===== src/rtl/localizer_pkg.sv =====
`default_nettype none
// ============================================================================
// Module      : localizer_pkg
// Description : Shared definitions for the acoustic localizer front end:
//               tau width (common with the position solver), microphone
//               count, capture FSM state encoding and the tau saturation
//               helper.
// Revision    : 1.0 - initial release
// ============================================================================
package localizer_pkg;

  localparam int TAU_W    = 34;
  localparam int NUM_MICS = 4;

  typedef enum logic [2:0] {
    ST_IDLE    = 3'd0,
    ST_CAPTURE = 3'd1,
    ST_COMPUTE = 3'd2,
    ST_OUT     = 3'd3,
    ST_HOLDOFF = 3'd4
  } state_t;

  // Clamp a wide signed product into the solver's signed TAU_W-bit range.
  function automatic logic signed [TAU_W-1:0] sat_tau(input logic signed [63:0] v);
    logic signed [63:0] hi;
    logic signed [63:0] lo;
    hi = (64'sd1 <<< (TAU_W - 1)) - 64'sd1;
    lo = -(64'sd1 <<< (TAU_W - 1));
    if (v > hi)
      return hi[TAU_W-1:0];
    else if (v < lo)
      return lo[TAU_W-1:0];
    else
      return v[TAU_W-1:0];
  endfunction

endpackage
`default_nettype wire


===== src/rtl/tdoa_chan_stamp.sv =====
`default_nettype none
// ============================================================================
// Module      : tdoa_chan_stamp
// Description : One microphone channel: rising-edge detect on sample ticks,
//               first-edge captured flag and timestamp register.
// Ports       : clk, rst       - clock, synchronous active-high reset
//               i_sample_en    - sample strobe (edge sampling happens here)
//               i_mic          - comparator level
//               i_arm          - channel may capture a timestamp
//               i_clear        - drop the captured flag
//               i_stamp_val    - timestamp recorded on capture
//               o_hit_now      - this strobe captures (combinational)
//               o_captured     - captured flag
//               o_stamp        - recorded timestamp
// Revision    : 1.0 - initial release
// ============================================================================
module tdoa_chan_stamp #(
  parameter int CNT_W = 16
) (
  input  logic             clk,
  input  logic             rst,
  input  logic             i_sample_en,
  input  logic             i_mic,
  input  logic             i_arm,
  input  logic             i_clear,
  input  logic [CNT_W-1:0] i_stamp_val,
  output logic             o_hit_now,
  output logic             o_captured,
  output logic [CNT_W-1:0] o_stamp
);

  logic             r_prev;
  logic             r_captured;
  logic [CNT_W-1:0] r_stamp;
  logic             w_edge;

  assign w_edge    = i_mic & ~r_prev;
  // Only the first edge of an event counts for this channel.
  assign o_hit_now = i_sample_en & i_arm & w_edge & ~r_captured;

  always_ff @(posedge clk) begin
    if (rst) begin
      r_prev     <= 1'b0;
      r_captured <= 1'b0;
      r_stamp    <= '0;
    end else begin
      // History tracks the input in every state so a level held high across
      // re-arm is never seen as a fresh edge.
      if (i_sample_en)
        r_prev <= i_mic;
      if (o_hit_now) begin
        r_captured <= 1'b1;
        r_stamp    <= i_stamp_val;
      end else if (i_clear) begin
        r_captured <= 1'b0;
      end
    end
  end

  assign o_captured = r_captured;
  assign o_stamp    = r_stamp;

endmodule
`default_nettype wire


===== src/rtl/tdoa_capture.sv =====
`default_nettype none
// ============================================================================
// Module      : tdoa_capture
// Description : Timestamps the first rising edge of four microphone
//               comparators and outputs (t_i - t_0) * TICK_SCALE, saturated
//               to the solver's signed 34-bit format, with valid/ready and a
//               post-event holdoff.
// Ports       : clk, rst         - clock, synchronous active-high reset
//               sample_en        - sample strobe
//               mic_hit[3:0]     - comparator levels, bit i = mic i
//               tau_ready        - downstream accepts the result
//               tau1..tau3       - signed scaled time differences
//               tau_valid        - result valid
//               err_timeout      - one-cycle pulse on capture window expiry
//               busy             - high in every state except IDLE
// Revision    : 1.0 - initial release
// ============================================================================
module tdoa_capture
  import localizer_pkg::*;
#(
  parameter int CNT_W         = 16,
  parameter int MAX_LAG       = 1024,
  parameter int TICK_SCALE    = 350,
  parameter int HOLDOFF_TICKS = 4800
) (
  input  logic                    clk,
  input  logic                    rst,
  input  logic                    sample_en,
  input  logic [NUM_MICS-1:0]     mic_hit,
  input  logic                    tau_ready,
  output logic signed [TAU_W-1:0] tau1,
  output logic signed [TAU_W-1:0] tau2,
  output logic signed [TAU_W-1:0] tau3,
  output logic                    tau_valid,
  output logic                    err_timeout,
  output logic                    busy
);

  state_t                  r_state;
  logic [CNT_W-1:0]        r_cnt;
  logic                    r_valid;
  logic                    r_err;
  logic signed [TAU_W-1:0] r_tau     [1:NUM_MICS-1];
  logic signed [TAU_W-1:0] w_tau_sat [1:NUM_MICS-1];

  logic [CNT_W-1:0]    w_cnt_inc;
  logic [CNT_W-1:0]    w_stamp_val;
  logic [CNT_W-1:0]    w_stamp [NUM_MICS];
  logic [NUM_MICS-1:0] w_hit_now;
  logic [NUM_MICS-1:0] w_captured;
  logic [NUM_MICS-1:0] w_flags_next;
  logic                w_arm;
  logic                w_clear;

  assign w_cnt_inc    = r_cnt + 1'b1;
  assign w_arm        = (r_state == ST_IDLE) || (r_state == ST_CAPTURE);
  assign w_clear      = ~w_arm;
  // Edges seen in IDLE start the event at tick 0; in CAPTURE the counter is
  // advanced before the edges of the same strobe are stamped.
  assign w_stamp_val  = (r_state == ST_IDLE) ? '0 : w_cnt_inc;
  assign w_flags_next = w_captured | w_hit_now;

  for (genvar i = 0; i < NUM_MICS; i++) begin : g_chan
    tdoa_chan_stamp #(
      .CNT_W (CNT_W)
    ) u_stamp (
      .clk         (clk),
      .rst         (rst),
      .i_sample_en (sample_en),
      .i_mic       (mic_hit[i]),
      .i_arm       (w_arm),
      .i_clear     (w_clear),
      .i_stamp_val (w_stamp_val),
      .o_hit_now   (w_hit_now[i]),
      .o_captured  (w_captured[i]),
      .o_stamp     (w_stamp[i])
    );
  end

  for (genvar i = 1; i < NUM_MICS; i++) begin : g_tau
    logic signed [CNT_W:0] w_diff;
    logic signed [63:0]    w_prod;
    assign w_diff       = $signed({1'b0, w_stamp[i]}) - $signed({1'b0, w_stamp[0]});
    assign w_prod       = 64'(w_diff) * 64'(TICK_SCALE);
    assign w_tau_sat[i] = sat_tau(w_prod);
  end

  always_ff @(posedge clk) begin
    if (rst) begin
      r_state <= ST_IDLE;
      r_cnt   <= '0;
      r_valid <= 1'b0;
      r_err   <= 1'b0;
      for (int i = 1; i < NUM_MICS; i++)
        r_tau[i] <= '0;
    end else begin
      r_err <= 1'b0;
      case (r_state)
        ST_IDLE: begin
          if (sample_en && (|w_hit_now)) begin
            r_cnt   <= '0;
            r_state <= (&w_flags_next) ? ST_COMPUTE : ST_CAPTURE;
          end
        end
        ST_CAPTURE: begin
          if (sample_en) begin
            r_cnt <= w_cnt_inc;
            // Completion wins over expiry, so an edge on the last tick counts.
            if (&w_flags_next) begin
              r_state <= ST_COMPUTE;
            end else if (w_cnt_inc == CNT_W'(MAX_LAG)) begin
              r_err   <= 1'b1;
              r_cnt   <= '0;
              r_state <= ST_HOLDOFF;
            end
          end
        end
        ST_COMPUTE: begin
          for (int i = 1; i < NUM_MICS; i++)
            r_tau[i] <= w_tau_sat[i];
          r_valid <= 1'b1;
          r_state <= ST_OUT;
        end
        ST_OUT: begin
          if (tau_ready) begin
            r_valid <= 1'b0;
            r_cnt   <= '0;
            r_state <= (HOLDOFF_TICKS == 0) ? ST_IDLE : ST_HOLDOFF;
          end
        end
        ST_HOLDOFF: begin
          if (sample_en) begin
            r_cnt <= w_cnt_inc;
            if (w_cnt_inc == CNT_W'(HOLDOFF_TICKS))
              r_state <= ST_IDLE;
          end
        end
        default: r_state <= ST_IDLE;
      endcase
    end
  end

  assign tau1        = r_tau[1];
  assign tau2        = r_tau[2];
  assign tau3        = r_tau[3];
  assign tau_valid   = r_valid;
  assign err_timeout = r_err;
  assign busy        = (r_state != ST_IDLE);

endmodule
`default_nettype wire


===== config.mk =====
export PLATFORM = sky130hd
export DESIGN_NAME = tdoa_capture
export DESIGN_NICKNAME = d
export VERILOG_FILES = /design/src/rtl/localizer_pkg.sv /design/src/rtl/tdoa_chan_stamp.sv /design/src/rtl/tdoa_capture.sv
export SDC_FILE = /design/constraint.sdc
export NUM_CORES = 1
export LEC_CHECK = 0
export ABC_AREA = 1
export BUFFER_PORTS_ARGS = -buffer_cell sky130_fd_sc_hd__buf_4
export CAP_MARGIN = 15
export CORE_MARGIN = 4
export CORE_UTILIZATION = 35
export DETAILED_ROUTE_END_ITERATION = 10
export SLEW_MARGIN = 20
export SYNTH_ARGS = -nofsm -noshare
export SYNTH_HDL_FRONTEND = slang
export SYNTH_SLANG_ARGS = --single-unit

===== constraint.sdc =====
create_clock -name clk -period 17.65 [get_ports clk]
set_clock_uncertainty 0.2 [all_clocks]
set_input_delay 2.6475 -clock clk [delete_from_list [all_inputs] [get_ports clk]]
set_output_delay 2.6475 -clock clk [all_outputs]
set_load 0.01 [all_outputs]

== Word level (Yosys, flattened, before mapping) ==
Memory sizes are Yosys's and may differ from the RTL's.
Cells that the tools add are included.

* Register bits: 93
* Memory bits (writable): 102
* Input port bits: 8
* Output and inout port bits: 105
* Logic and storage cells: 124
* Memories: 1

* Add/sub/neg operators: 4
* Multiply operators: 3
* Magnitude comparators: 6
* Equal/unequal tests: 16
* Mux-type cells: 39
* Bitwise gates (word level): 27
* Reduce and logical (&&, ||, !) cells: 12

{| class="wikitable"
|+ Memory list
! name !! words !! bits a word !! read ports !! clocked after Yosys merged registers in !! wr ports !! line !! text
|-
| r_tau || 3 || 34 || 3 || 0 || 3 || tdoa_capture.sv:43 || <nowiki>logic signed [TAU_W-1:0] r_tau [1:NUM_MICS-1];</nowiki>
|}

{| class="wikitable"
|+ Operators with widths
! kind !! count
|-
| $mux W34 || 9
|-
| $mux W16 || 7
|-
| $gt A27 B34 Y1 const B || 3
|-
| $lt A27 B34 Y1 const B || 3
|-
| $mul A17 B9 Y26 const B || 3
|-
| $pmux W16 S4 || 1
|-
| $sub A16 B16 Y17 || 3
|-
| $mux W3 || 7
|-
| $add A16 B1 Y16 const B || 1
|-
| $eq A16 B11 Y1 const B || 1
|-
| $eq A16 B13 Y1 const B || 1
|-
| $ne A2 B2 Y1 const B || 8
|-
| $pmux W3 S5 || 1
|-
| $and A1 B1 Y1 || 13
|-
| $mux W1 || 12
|-
| $not A1 Y1 || 10
|-
| $reduce_or A4 Y1 || 2
|-
| $eq A3 B2 Y1 const B || 2
|-
| $reduce_and A6 Y1 || 1
|-
| $reduce_and A5 Y1 || 1
|-
| $or A4 B4 Y4 || 1
|-
| $reduce_and A4 Y1 || 1
|-
| $reduce_bool A4 Y1 || 1
|-
| $eq A3 B1 Y1 const B || 1
|-
| other kinds (12) || 14
|}

== Longest topological paths before layout ==
Gate-level depths: netlist of run 1.

* Depth in word-level cells: 10
* Mapped depth: 35
* Depth with buffers taken out: 35

== Modules after synthesis ==
Synthesis of run 1 repeated with hierarchy kept, for this count alone.

* Cells, all modules: 2736
* Area, all modules: 20293.2 um^2

{| class="wikitable"
|+ Modules (own cells, without submodules)
! module !! times used !! cells each !! area each (um^2)
|-
| tdoa_capture || 1 || 2264 || 16980.0
|-
| tdoa_chan_stamp || 4 || 118 || 828.3
|}

== Worst setup path after synthesis of run 1 ==
Ideal clock, no wire load.

* Path kind: register to register
* Start point: reg g_chan[0].u_stamp.r_stamp[0]
* End point: reg, netlist name r_tau[0][127]
* Setup time: 0.270 ns
* Arrival time: 5.242 ns
* Data required time: 17.180 ns
* Slack: 11.938 ns
* Stages on the path, launching flop included: 30
* Buffers on the path: 0
* Clock period less this slack: 5.712 ns
* Cell sequence: dfxtp_1 ha_1 fa_1 inv_1 nand2_1 nand3_2 nand3_1 nand3_1 nand3_1 nand2_1 inv_1 ha_1 xor2_1 inv_1 fa_1 inv_1 fa_1 inv_1 fa_1 inv_1 ha_1 a21oi_1 o21ai_0 a21oi_1 nand3_1 nand2_1 nand3b_1 nand2_1 nand2_1 a21oi_1

{| class="wikitable"
|+ RTL lines
! what !! line !! text
|-
| from (decl) || tdoa_chan_stamp.sv:34 || <nowiki>logic [CNT_W-1:0] r_stamp;</nowiki>
|-
| from (signal assigned) || tdoa_chan_stamp.sv:53 || <nowiki>r_stamp <= i_stamp_val;</nowiki>
|}

==> run summary, run 1 <==
====================================================================================================
Area fraction in compound gates after synthesis                                                0.122
Max stage delay on crit path                                                                 0.53 ns
Final Hold Violating Endpoints                                                                     0
Min-Delay Startpoint                                                                    g_chan[3].u_stamp.r_prev
CTS Root Cell                                                                              clkbuf_16
Clock latency reported for the late side of the worst-skew pair                              0.49 ns
Fraction of layout instances using a drive strength above 1                                   0.0965
I/O pin count                                                                                    113
Total instance count after detailed placement                                                   3390
P&R area growth vs syn                                                                         10.4%
Clock-pin slew reported for the worst setup and hold paths after clock tree synthesis        0.08 ns
Initial core utilization                                                                       0.356
Gpl congestion                                                                                 0.880
Synth top area share                                                                           0.154
Total of buffers placed on input and output ports                                                109
TritonCTS clock tree                                                                             yes
Final nets                                                                                      3063
Part of the Yosys area used for sequential elements                                            0.212
Die Y                                                                                    246 microns
Fraction of synthesis flops using an asynchronous set or reset pin                                 0
Final Core Density                                                                             0.393
CTS H-Tree Depth                                                                                   4
Final critical path time including I/O delays and setup                                      6.36 ns
Transition time of the tightest slew-check pin                                              0.843 ns
Number of detailed-route iterations in the first pass                                              5
Final sum of negative setup slack                                                               0 ns
Total standard cell area after synthesis                                                0.0198 sq mm
Number of buffers created by CTS                                                                  17
Worst Reg2Reg Path Length in Cells                                                                29
DRC violations left                                                                                0
Reg2reg setup slack                                                                         11.29 ns
Number of buffers added for setup after CTS                                                        0
Vias per Instance                                                                               4.70
Unrepaired setup endpoints after global routing                                                   no
Cell depth of the worst hold path                                                                  2
Routed wire per std cell                                                                13.7 microns
Final Max Slew Viols                                                                               0
Peak clock frequency supported by timing                                                     157 MHz
Remaining antenna violation count after routing                                                    0
Worst-case clock buffer depth                                                                      2
Std-Cell Rows                                                                                     86
Overall overflow remaining after global route                                                      0
Max-cap violations                                                                                 0
Diode insertion count for antenna repair                                                           0
Worst Path Max Fanout                                                                              6
Fillcell total                                                                                  5681
Period Utilization, post-route                                                                 0.360
Total global-route track usage                                                                 0.159
Top area cells in the synthesized netlist                                               ha_1, fa_1, edfxtp_1
Xor/xnor share of the synthesized area                                                        0.0416
Dominant cell type by count on the critical path                                               inv_1
Overall die area                                                                        0.0605 sq mm
Placeable core region                                                                   0.0556 sq mm
Number of cells upsized or downsized after cts                                                     0
Crit path arrival time                                                                       6.41 ns
CTS sink cnt                                                                                     171
Half-perimeter wire length after detailed placement                                     38300 microns
Syn_area_per_cell                                                                         7.66 sq um
Top cells by count, synth                                                               inv_1, nand2_1, ha_1, a21oi_1, nor2_1
Result of the run                                                                       finished, final reports clean
Post-Place Cell Area                                                                    0.0213 sq mm
Total non-filler cell area in the finished layout                                       0.0219 sq mm
Worst flop-to-flop path startpoint                                                      g_chan[0].u_stamp.o_stamp[12]
Largest net degree at the start of global routing                                                 66
Post-CTS Hold Fix Bufs                                                                             0
HP Class                                                                                     reg2reg
Final wirelength                                                                        46800 microns
Drt first-iter violations                                                                        879
Final setup vio count                                                                              0
Nature of the critical path startpoint                                                     flip-flop
Max-slew headroom at the worst pin                                                             0.434
Worst Path Required                                                                         17.70 ns
Vias in the first global route                                                                 16400
Cell with the most instances after synthesis                                                   inv_1
Total number of vias                                                                           16100
Number of antenna violations at the first check in global routing                                  0
Crit Reg-Reg Endpoint                                                                   r_tau[0][66]
Synth Register Bits                                                                              171
Ys Warns                                                                                           0
Capture endpoint of the worst hold path                                                 g_chan[3].u_stamp.r_prev
Cell accounting for the most synthesized area                                                   ha_1
Count of flip-flops with a built-in enable after synthesis                                        78
Number of different library cells in the post-synthesis netlist                                   60
Primary flip-flop cell chosen by synthesis mapping                                           dfxtp_1
Start-to-end type of the worst setup path                                                    reg2reg
Combinational family with the most area after synthesis                                  adder cells
Critical path capture point type                                                           flip-flop
Final std cells w/o fill                                                                        3422
Multiplexer area fraction after synthesis                                                          0
Die width                                                                                246 microns
Adder-cell area share of the yosys netlist                                                     0.305
First-pass GRT wire length                                                              79200 microns
Mapped Cells                                                                                    2588
Basic-gate share of the synthesized area counting and, or, nand and nor cells                  0.183
Slowest CP cell                                                                                 fa_1
====================================================================================================
-- metal layers --
| layer | track usage | vias up | routed length (microns) |
|---|---|---|---|
| met5 | 0 | - | 0 |
| met4 | 0.0531 | 0 | 1100 |
| met3 | 0.0255 | 64 | 1720 |
| met2 | 0.270 | 270 | 22300 |
| met1 | 0.206 | 7517 | 21700 |
| li1 | - | 8249 | - |
-- flip-flops by register name, indices dropped and copies added (netlist names) --
register                   flops
tau_valid                      1
g_chan.u_stamp.r_prev          4
g_chan.u_stamp.o_captured      4
g_chan.u_stamp.o_stamp        64
r_cnt                         16
r_tau                         78
err_timeout                    1
r_state                        3
-- layout make-up --
type	instances	area (sq um)	area share
Timing Repair Buffer	114	856	0.0391
Tap cell	748	936	0.0428
Clock inverter	14	165	0.00755
Clock buffer	18	439	0.0201
Multi-Input combinational cell	1734	12900	0.591
Sequential cell	171	4200	0.192
Inverter	623	2340	0.107
-- worst max-delay path: cells and delay by family, from the launching register on --
family,cells,cell delay [ns]
xor+xnor,1,0.23
compound gates,1,0.10
flops,1,0.33
simple gates,12,1.79
buf+inv,9,0.75
fa+ha+maj,6,2.71
-- how the worst max path moves through the flow --
stage	from	endpoint	slack, ns	cells past startpoint
global route	g_chan[0].u_stamp.o_stamp[12]	r_tau[0][58]	10.62	28
finish	g_chan[0].u_stamp.o_stamp[12]	r_tau[0][66]	11.29	29
CTS	g_chan[0].u_stamp.o_stamp[1]	r_tau[0][53]	11.27	25
floorplan	g_chan[0].u_stamp.o_stamp[0]	r_tau[0][127]	11.94	29
detailed placement	g_chan[0].u_stamp.o_stamp[1]	r_tau[0][53]	11.29	25
global placement	g_chan[0].u_stamp.o_stamp[1]	r_tau[0][53]	11.32	25
-- cells by family (layout without fill, tap and decap cells) --
group / Yosys count / in the layout
other: 1 / 3
DFF: 171 / 171
xor gates and xnor gates: 80 / 80
AOI/OAI and AO/OA: 426 / 426
buffers and inverters: 685 / 769
adders and majority gates: 394 / 394
and+or+nand+nor: 831 / 831
-- cell usage in the layout (no fill, tap or decap), types with 4 or more instances in the layout --
cell / count
nand2_2: 11
xor2_2: 11
or2_2: 21
ha_1: 244
a21o_1: 20
nand2_4: 6
xor2_1: 47
nand3_1: 83
nand2_1: 425
nor2_2: 7
nand3_2: 8
dfxtp_1: 93
clkbuf_16: 17
nand4_1: 43
a21oi_1: 241
o21ai_0: 105
inv_1: 602
inv_2: 18
nand3b_1: 4
xnor2_1: 18
nor3_1: 12
buf_4: 114
fa_1: 150
inv_8: 6
o21bai_1: 30
nor2_1: 199
o21ai_2: 4
edfxtp_1: 78
-- metrics by stage --
step,hold slack [ns],worst slack (ns)
6_report,0.266,11.29
5_1_grt,0.290,10.62
4_1_cts,0.267,11.27
3_5_place_dp,0.256,11.29
3_3_place_gp,0.251,11.32
2_1_floorplan,0.240,11.94
Power of run 1 is not shown: default switching activity piles up to over one toggle a cycle in this logic, so the estimate is an artifact.
==> run 2, diff against run 1 <==
==> constraint.sdc (replaced) <==
create_clock -name clk -period 5.7 [get_ports clk]
set_clock_uncertainty 0.2 [all_clocks]
set_input_delay 0.855 -clock clk [delete_from_list [all_inputs] [get_ports clk]]
set_output_delay 0.855 -clock clk [all_outputs]
set_load 0.01 [all_outputs]
==> run 2 against run 1 <==
  * The run now ends with setup timing left
  * Design area increased by 27%
  * Hold slack worse by 0.00072 ns
  * Fmax up 11%
  * Via count is 12% higher
  * Utilization rose by 11 points
  * Critical path depth down 2
  * Final cell count rose by 12%
  * Die area unchanged
  * Highest routed layer unchanged
==> run summary, run 2 (synthesized netlist as in run 1, its figures left out) <==
====================================================================================================
Number of detailed-route iterations in the first pass                                              5   unchanged
Drt first-iter violations                                                                        914   was 879
Flip-flop count of the largest register after layout                                              78   unchanged
Post-Place Cell Area                                                                    0.0238 sq mm   was 0.0213 sq mm
Max-cap violations                                                                                 0   unchanged
Commonest cells after routing, fill and taps aside                                      inv_1, buf_4, nand2_1, a21oi_1, nor2_1   was inv_1, nand2_1, ha_1, a21oi_1, nor2_1
Die Y                                                                                    246 microns   unchanged
Total of buffers placed on input and output ports                                                109   unchanged
Post-CTS Hold Fix Bufs                                                                             0   unchanged
Worst Path Max Fanout                                                                              4   was 6
Max-slew headroom at the worst pin                                                             0.354   was 0.434
Gpl congestion                                                                                 0.915   was 0.880
Transition time of the tightest slew-check pin                                              0.970 ns   was 0.843 ns
Fillcell total                                                                                  5110   was 5681
Worst flop-to-flop path startpoint                                                      g_chan[0].u_stamp.o_stamp[1]   was g_chan[0].u_stamp.o_stamp[12]
Overall die area                                                                        0.0605 sq mm   unchanged
Final Max Slew Viols                                                                               0   unchanged
Total instance count after detailed placement                                                   3722   was 3390
Most frequent standard cell in the layout excluding fill and tap cells                         inv_1   unchanged
Crit Reg-Reg Endpoint                                                                   r_tau[0][58]   was r_tau[0][66]
DRC violations left                                                                                0   unchanged
Final std cells w/o fill                                                                        3838   was 3422
Reg2reg setup slack                                                                         -0.03 ns   was 11.29 ns
Unrepaired setup endpoints after global routing                                                  yes   was no
Critical path buffer and inverter count                                                            8   was 9
Placeable core region                                                                   0.0556 sq mm   unchanged
Start-to-end type of the worst setup path                                                    reg2reg   unchanged
Total non-filler cell area in the finished layout                                       0.0277 sq mm   was 0.0219 sq mm
Cell family with most CP delay                                                           adder cells   unchanged
Number of buffers created by CTS                                                                  17   unchanged
Most flop-heavy register                                                                       r_tau   unchanged
Result of the run                                                                       finished, violations left   was finished, final reports clean
Clock-pin slew reported for the worst setup and hold paths after clock tree synthesis        0.08 ns   about the same
Capture endpoint of the worst hold path                                                 g_chan[3].u_stamp.r_prev   unchanged
Vias per Instance                                                                               4.72   was 4.70
Period Utilization, post-route                                                                  1.00   was 0.360
Die width                                                                                246 microns   unchanged
Final Core Density                                                                             0.499   was 0.393
Tightest hold margin                                                                        0.265 ns   was 0.266 ns
Peak clock frequency supported by timing                                                     175 MHz   was 157 MHz
Critical path capture point type                                                           flip-flop   unchanged
I/O pin count                                                                                    113   unchanged
CTS H-Tree Depth                                                                                   4   unchanged
P&R area growth vs syn                                                                         39.9%   was 10.4%
Routed wire per std cell                                                                14.2 microns   was 13.7 microns
Final setup vio count                                                                              1   was 0
Max stage delay on crit path                                                                 0.52 ns   was 0.53 ns
Number of antenna violations at the first check in global routing                                  0   unchanged
Final Hold Violating Endpoints                                                                     0   unchanged
Std-Cell Rows                                                                                     86   unchanged
TritonCTS clock tree                                                                             yes   unchanged
Final wirelength                                                                        54600 microns   was 46800 microns
Total global-route track usage                                                                 0.173   was 0.159
Vias in the first global route                                                                 17995   was 16400
HP Class                                                                                     reg2reg   unchanged
Largest net degree at the start of global routing                                                 65   was 66
Worst Reg2Reg Path Length in Cells                                                                27   was 29
Final critical path time including I/O delays and setup                                      5.73 ns   was 6.36 ns
Initial core utilization                                                                       0.356   unchanged
Slowest CP cell                                                                                 fa_1   unchanged
Overall overflow remaining after global route                                                      0   unchanged
Nature of the critical path startpoint                                                     flip-flop   unchanged
Remaining antenna violation count after routing                                                    0   unchanged
CTS Root Cell                                                                              clkbuf_16   unchanged
CTS sink cnt                                                                                     171   unchanged
Final nets                                                                                      3479   was 3063
Diode insertion count for antenna repair                                                           0   unchanged
Min-Delay Startpoint                                                                    g_chan[3].u_stamp.r_prev   unchanged
Worst-case clock buffer depth                                                                      2   unchanged
Crit path arrival time                                                                       5.74 ns   was 6.41 ns
PnR worst setup slack                                                                     -0.0258 ns   was 11.29 ns
Half-perimeter wire length after detailed placement                                     40700 microns   was 38300 microns
First-pass GRT wire length                                                              86000 microns   was 79200 microns
Total number of vias                                                                           18104   was 16100
Worst Path Required                                                                          5.71 ns   was 17.70 ns
Violations in the final reports                                                         setup timing
Clock latency reported for the late side of the worst-skew pair                              0.51 ns   was 0.49 ns
Fraction of layout instances using a drive strength above 1                                    0.357   was 0.0965
Cell depth of the worst hold path                                                                  2   unchanged
====================================================================================================
-- run 2: cell types whose count changed in the layout (fill, tap and decap cells not counted), moves of 20 or more --
cell | before | now
a21oi_1 | 241 | 172
a21oi_2 | 2 | 60
buf_4 | 114 | 502
buf_6 | 0 | 26
ha_1 | 244 | 159
ha_4 | 0 | 76
inv_1 | 602 | 527
inv_2 | 18 | 80
nand2_1 | 425 | 348
nand2_2 | 11 | 69
nand3_1 | 83 | 63
nor2_1 | 199 | 167
nor2_2 | 7 | 28
o21ai_0 | 105 | 79
-- run 2: worst max path at each step --
stage                                  startpoint       endpoint  depth (start not counted)
finish               g_chan[0].u_stamp.o_stamp[1]   r_tau[0][58]                         27
global route         g_chan[0].u_stamp.o_stamp[8]  r_tau[0][127]                         30
CTS                  g_chan[3].u_stamp.o_stamp[0]  r_tau[0][127]                         29
detailed placement  g_chan[0].u_stamp.o_stamp[13]  r_tau[0][100]                         32
global placement    g_chan[0].u_stamp.o_stamp[14]  r_tau[0][100]                         29
floorplan            g_chan[0].u_stamp.o_stamp[0]  r_tau[0][127]                         29
-- run 2: layer usage --
layer / GRT usage / wire length (microns) / vias to the layer above
li1: - / - / 9089
met1: 0.220 / 23500 / 8587
met2: 0.290 / 27300 / 326
met3: 0.0310 / 2130 / 102
met4: 0.0691 / 1730 / 0
met5: 0 / 0 / -
-- run 2: layout make-up --
type	instances	area (sq um)	share of cell area
timing repair buffer	530	4100	0.148
multi-input combinational	1734	15500	0.559
sequential	171	4220	0.152
clock buffer	18	429	0.0155
clock inverter	14	168	0.00605
tap	748	936	0.0337
inverter	623	2380	0.0859
-- run 2: stage by stage --
step	setup slack (ns)	TNS, ns
CTS	-0.0424	-0.0798
global route	-0.228	-3.43
global placement	-0.370	-3.17
floorplan	0.0827	0
detailed placement	-0.432	-6.26
finish	-0.0258	-0.0258
-- run 2: worst register-to-register path, cell delays in order, from the launching register on --
cell and delay, ns:
dfxtp_4 0.36, buf_6 0.12, buf_4 0.13, fa_2 0.40
inv_2 0.07, nand2_2 0.06, nand3_4 0.13, a31o_4 0.21
xor2_4 0.21, xor2_1 0.17, inv_1 0.09, ha_4 0.16
o21bai_4 0.16, fa_1 0.51, fa_1 0.52, inv_2 0.04
fa_1 0.51, inv_2 0.05, ha_4 0.28, nand2_4 0.07
nor4_4 0.33, buf_4 0.18, nand3_4 0.09, nand3_4 0.10
a21oi_2 0.06, buf_4 0.13, nand2_1 0.05, a21oi_1 0.05
-- run 2: timing repair --
action,CTS,global route
endpoints found under the setup margin,43,49
gates resized for setup,168,427
setup buffers,26,61
pin swaps,74,180
Power of run 2 is left out for the same reason.
==> run 3, diff against run 2 <==
--- a/config.mk
+++ b/config.mk
@@ -9,8 +9,10 @@
 export BUFFER_PORTS_ARGS = -buffer_cell sky130_fd_sc_hd__buf_4
 export CAP_MARGIN = 15
 export CORE_MARGIN = 4
-export CORE_UTILIZATION = 35
+export CORE_UTILIZATION = 45
 export DETAILED_ROUTE_END_ITERATION = 10
+export MAX_ROUTING_LAYER = met4
+export RECOVER_POWER = 25
 export SLEW_MARGIN = 20
 export SYNTH_ARGS = -nofsm -noshare
 export SYNTH_HDL_FRONTEND = slang
==> run 3 against run 2 <==
  * The flow finishes with violations (capacitance limit, slew limit, setup timing)
  * Design area fell by 3.0%
  * Worst setup slack gained 0.0037 ns
  * Hold slack improved by 0.0016 ns
  * Flip-flop and latch count did not move
  * Routed wire length decreased by 4.5%
  * Non-clock buffer count decreased by 4
  * Highest routed layer unchanged
==> run summary, run 3 (synthesized netlist as in run 1, its figures left out) <==
====================================================================================================
Violations in the final reports                                                         capacitance limit, slew limit, setup timing   was setup timing
Total number of vias                                                                           17995   was 18104
GR Util met2                                                                                   0.369   was 0.290
Crit Reg-Reg Endpoint                                                                   r_tau[0][57]   was r_tau[0][58]
Flip-flop count of the largest register after layout                                              78   unchanged
Unrepaired setup endpoints after global routing                                                  yes   unchanged
Worst flop-to-flop path startpoint                                                      g_chan[0].u_stamp.o_stamp[2]   was g_chan[0].u_stamp.o_stamp[1]
Die width                                                                                218 microns   was 246 microns
Final critical path time including I/O delays and setup                                      5.72 ns   was 5.73 ns
Overall die area                                                                        0.0475 sq mm   was 0.0605 sq mm
HP Class                                                                                     reg2reg   unchanged
Start-to-end type of the worst setup path                                                    reg2reg   unchanged
Result of the run                                                                       finished, violations left   unchanged
Clock latency reported for the late side of the worst-skew pair                              0.50 ns   was 0.51 ns
Reg2reg setup slack                                                                         -0.02 ns   was -0.03 ns
Tightest hold margin                                                                        0.267 ns   was 0.265 ns
Final wirelength                                                                        52100 microns   was 54600 microns
Worst Path Required                                                                          5.71 ns   about the same
DRC violations left                                                                                0   unchanged
Max-cap violations                                                                                 2   was 0
Transition time of the tightest slew-check pin                                               2.60 ns   was 0.970 ns
Most utilized layer in the global route result                                                  met2   unchanged
Largest net degree at the start of global routing                                                 67   was 65
Final nets                                                                                      3475   was 3479
Critical path endpoint                                                                  r_tau[0][57]   was r_tau[0][58]
Final Hold Violating Endpoints                                                                     0   unchanged
Max-slew headroom at the worst pin                                                            -0.736   was 0.354
Nature of the critical path startpoint                                                     flip-flop   unchanged
Most flop-heavy register                                                                       r_tau   unchanged
Period Utilization, post-route                                                                  1.00   about the same
Overall overflow remaining after global route                                                      0   unchanged
Vias per Instance                                                                               4.90   was 4.72
Crit path arrival time                                                                       5.73 ns   was 5.74 ns
Drt first-iter violations                                                                        814   was 914
CP Launch Point                                                                         g_chan[0].u_stamp.o_stamp[2]   was g_chan[0].u_stamp.o_stamp[1]
Slowest CP cell                                                                                 fa_1   unchanged
Worst Path Max Fanout                                                                              4   unchanged
Total of buffers placed on input and output ports                                                109   unchanged
Final Max Slew Viols                                                                              94   was 0
Number of detailed-route iterations in the first pass                                              5   unchanged
TritonCTS clock tree                                                                             yes   unchanged
Most frequent standard cell in the layout excluding fill and tap cells                         inv_1   unchanged
Fraction of layout instances using a drive strength above 1                                    0.317   was 0.357
GR Layer Usage met1                                                                            0.278   was 0.220
Worst-case clock buffer depth                                                                      2   unchanged
Diode insertion count for antenna repair                                                           0   unchanged
Placeable core region                                                                   0.0433 sq mm   was 0.0556 sq mm
Clock-pin slew reported for the worst setup and hold paths after clock tree synthesis        0.08 ns   about the same
Std-Cell Rows                                                                                     76   was 86
CTS Root Cell                                                                              clkbuf_16   unchanged
Peak clock frequency supported by timing                                                     175 MHz   about the same
PnR worst setup slack                                                                     -0.0220 ns   was -0.0258 ns
Fillcell total                                                                                  3768   was 5110
Initial core utilization                                                                       0.458   was 0.356
I/O pin count                                                                                    113   unchanged
Dominant cell type by count on the critical path                                               buf_4
Number of buffers created by CTS                                                                  17   unchanged
CTS H-Tree Depth                                                                                   4   unchanged
Die Y                                                                                    218 microns   was 246 microns
Commonest cells after routing, fill and taps aside                                      inv_1, buf_4, nand2_1, a21oi_1, nor2_1   unchanged
Vias in the first global route                                                                 18011   was 17995
Half-perimeter wire length after detailed placement                                     39700 microns   was 40700 microns
Max stage delay on crit path                                                                 0.56 ns   was 0.52 ns
Number of antenna violations at the first check in global routing                                  0   unchanged
P&R area growth vs syn                                                                         35.8%   was 39.9%
CTS sink cnt                                                                                     171   unchanged
Final setup vio count                                                                              3   was 1
Gpl congestion                                                                                 0.929   was 0.915
First-pass GRT wire length                                                              84300 microns   was 86000 microns
Worst Reg2Reg Path Length in Cells                                                                28   was 27
GR Util met3                                                                                  0.0327   was 0.0310
Remaining antenna violation count after routing                                                    0   unchanged
Critical path capture point type                                                           flip-flop   unchanged
Total global-route track usage                                                                 0.221   was 0.173
Routed wire per std cell                                                                14.2 microns   about the same
====================================================================================================
run 3: worst min-delay path by stage:
stage,endpoint,slack [ns],depth (start not counted),startpoint
final,g_chan[1].u_stamp.r_prev,0.27,2,g_chan[1].u_stamp.r_prev
after global routing,g_chan[0].u_stamp.r_prev,0.28,2,g_chan[0].u_stamp.r_prev
after CTS,g_chan[1].u_stamp.r_prev,0.27,2,g_chan[1].u_stamp.r_prev
after detailed placement,g_chan[1].u_stamp.r_prev,0.26,2,g_chan[1].u_stamp.r_prev
after global placement,g_chan[2].u_stamp.r_prev,0.25,2,g_chan[2].u_stamp.r_prev
after floorplan,g_chan[0].u_stamp.r_prev,0.24,2,g_chan[0].u_stamp.r_prev
run 3: layer usage:
layer  share of wire  vias to the layer above  wire (microns)
li1                -                     9083               -
met1            0.45                     8566           23600
met2            0.49                      266           25600
met3           0.032                       80            1690
met4           0.024                        0            1240
met5               0                        -               0
run 3: cell type report:
class,count,area [sq um],area share
multi-input cells,1734,15200,0.564
well taps,585,732,0.0272
clock buffers,17,425,0.0158
clock inverters,15,218,0.00809
inverters,623,2370,0.0881
repair buffers,526,3780,0.140
flip-flops and latches,171,4220,0.157
run 3: timing repair:
action / in CTS / in global routing
endpoints found under the hold margin: 0 / 0
resized for setup: 165 / 331
hold buffers: 0 / 0
pin swaps: 64 / 184
buffers inserted: 26 / 50
endpoints found under the setup margin: 40 / 48
run 3: metrics by stage:
stage	instances	utilization	instance area [sq um]	worst slack (ns)	setup TNS, ns
final	3671	0.622	26900	-0.0220	-0.0571
after global routing	3671	0.622	26900	-0.278	-3.96
after CTS	3624	0.587	25400	0.00391	0
after detailed placement	3566	0.546	23600	-0.364	-5.79
after global placement	3566	0.546	23600	-0.324	-4.58
after floorplan	2590	-	19800	0.0827	0
run 3: worst max-delay path, delay by kind of cell (launching register included):
family	cells	cell delay [ns]
flops	1	0.33
xor+xnor	1	0.17
fa+ha+maj	6	2.22
buf+inv	9	1.08
simple gates	7	0.80
compound gates	5	0.61
Power of run 3 is left out for the same reason.
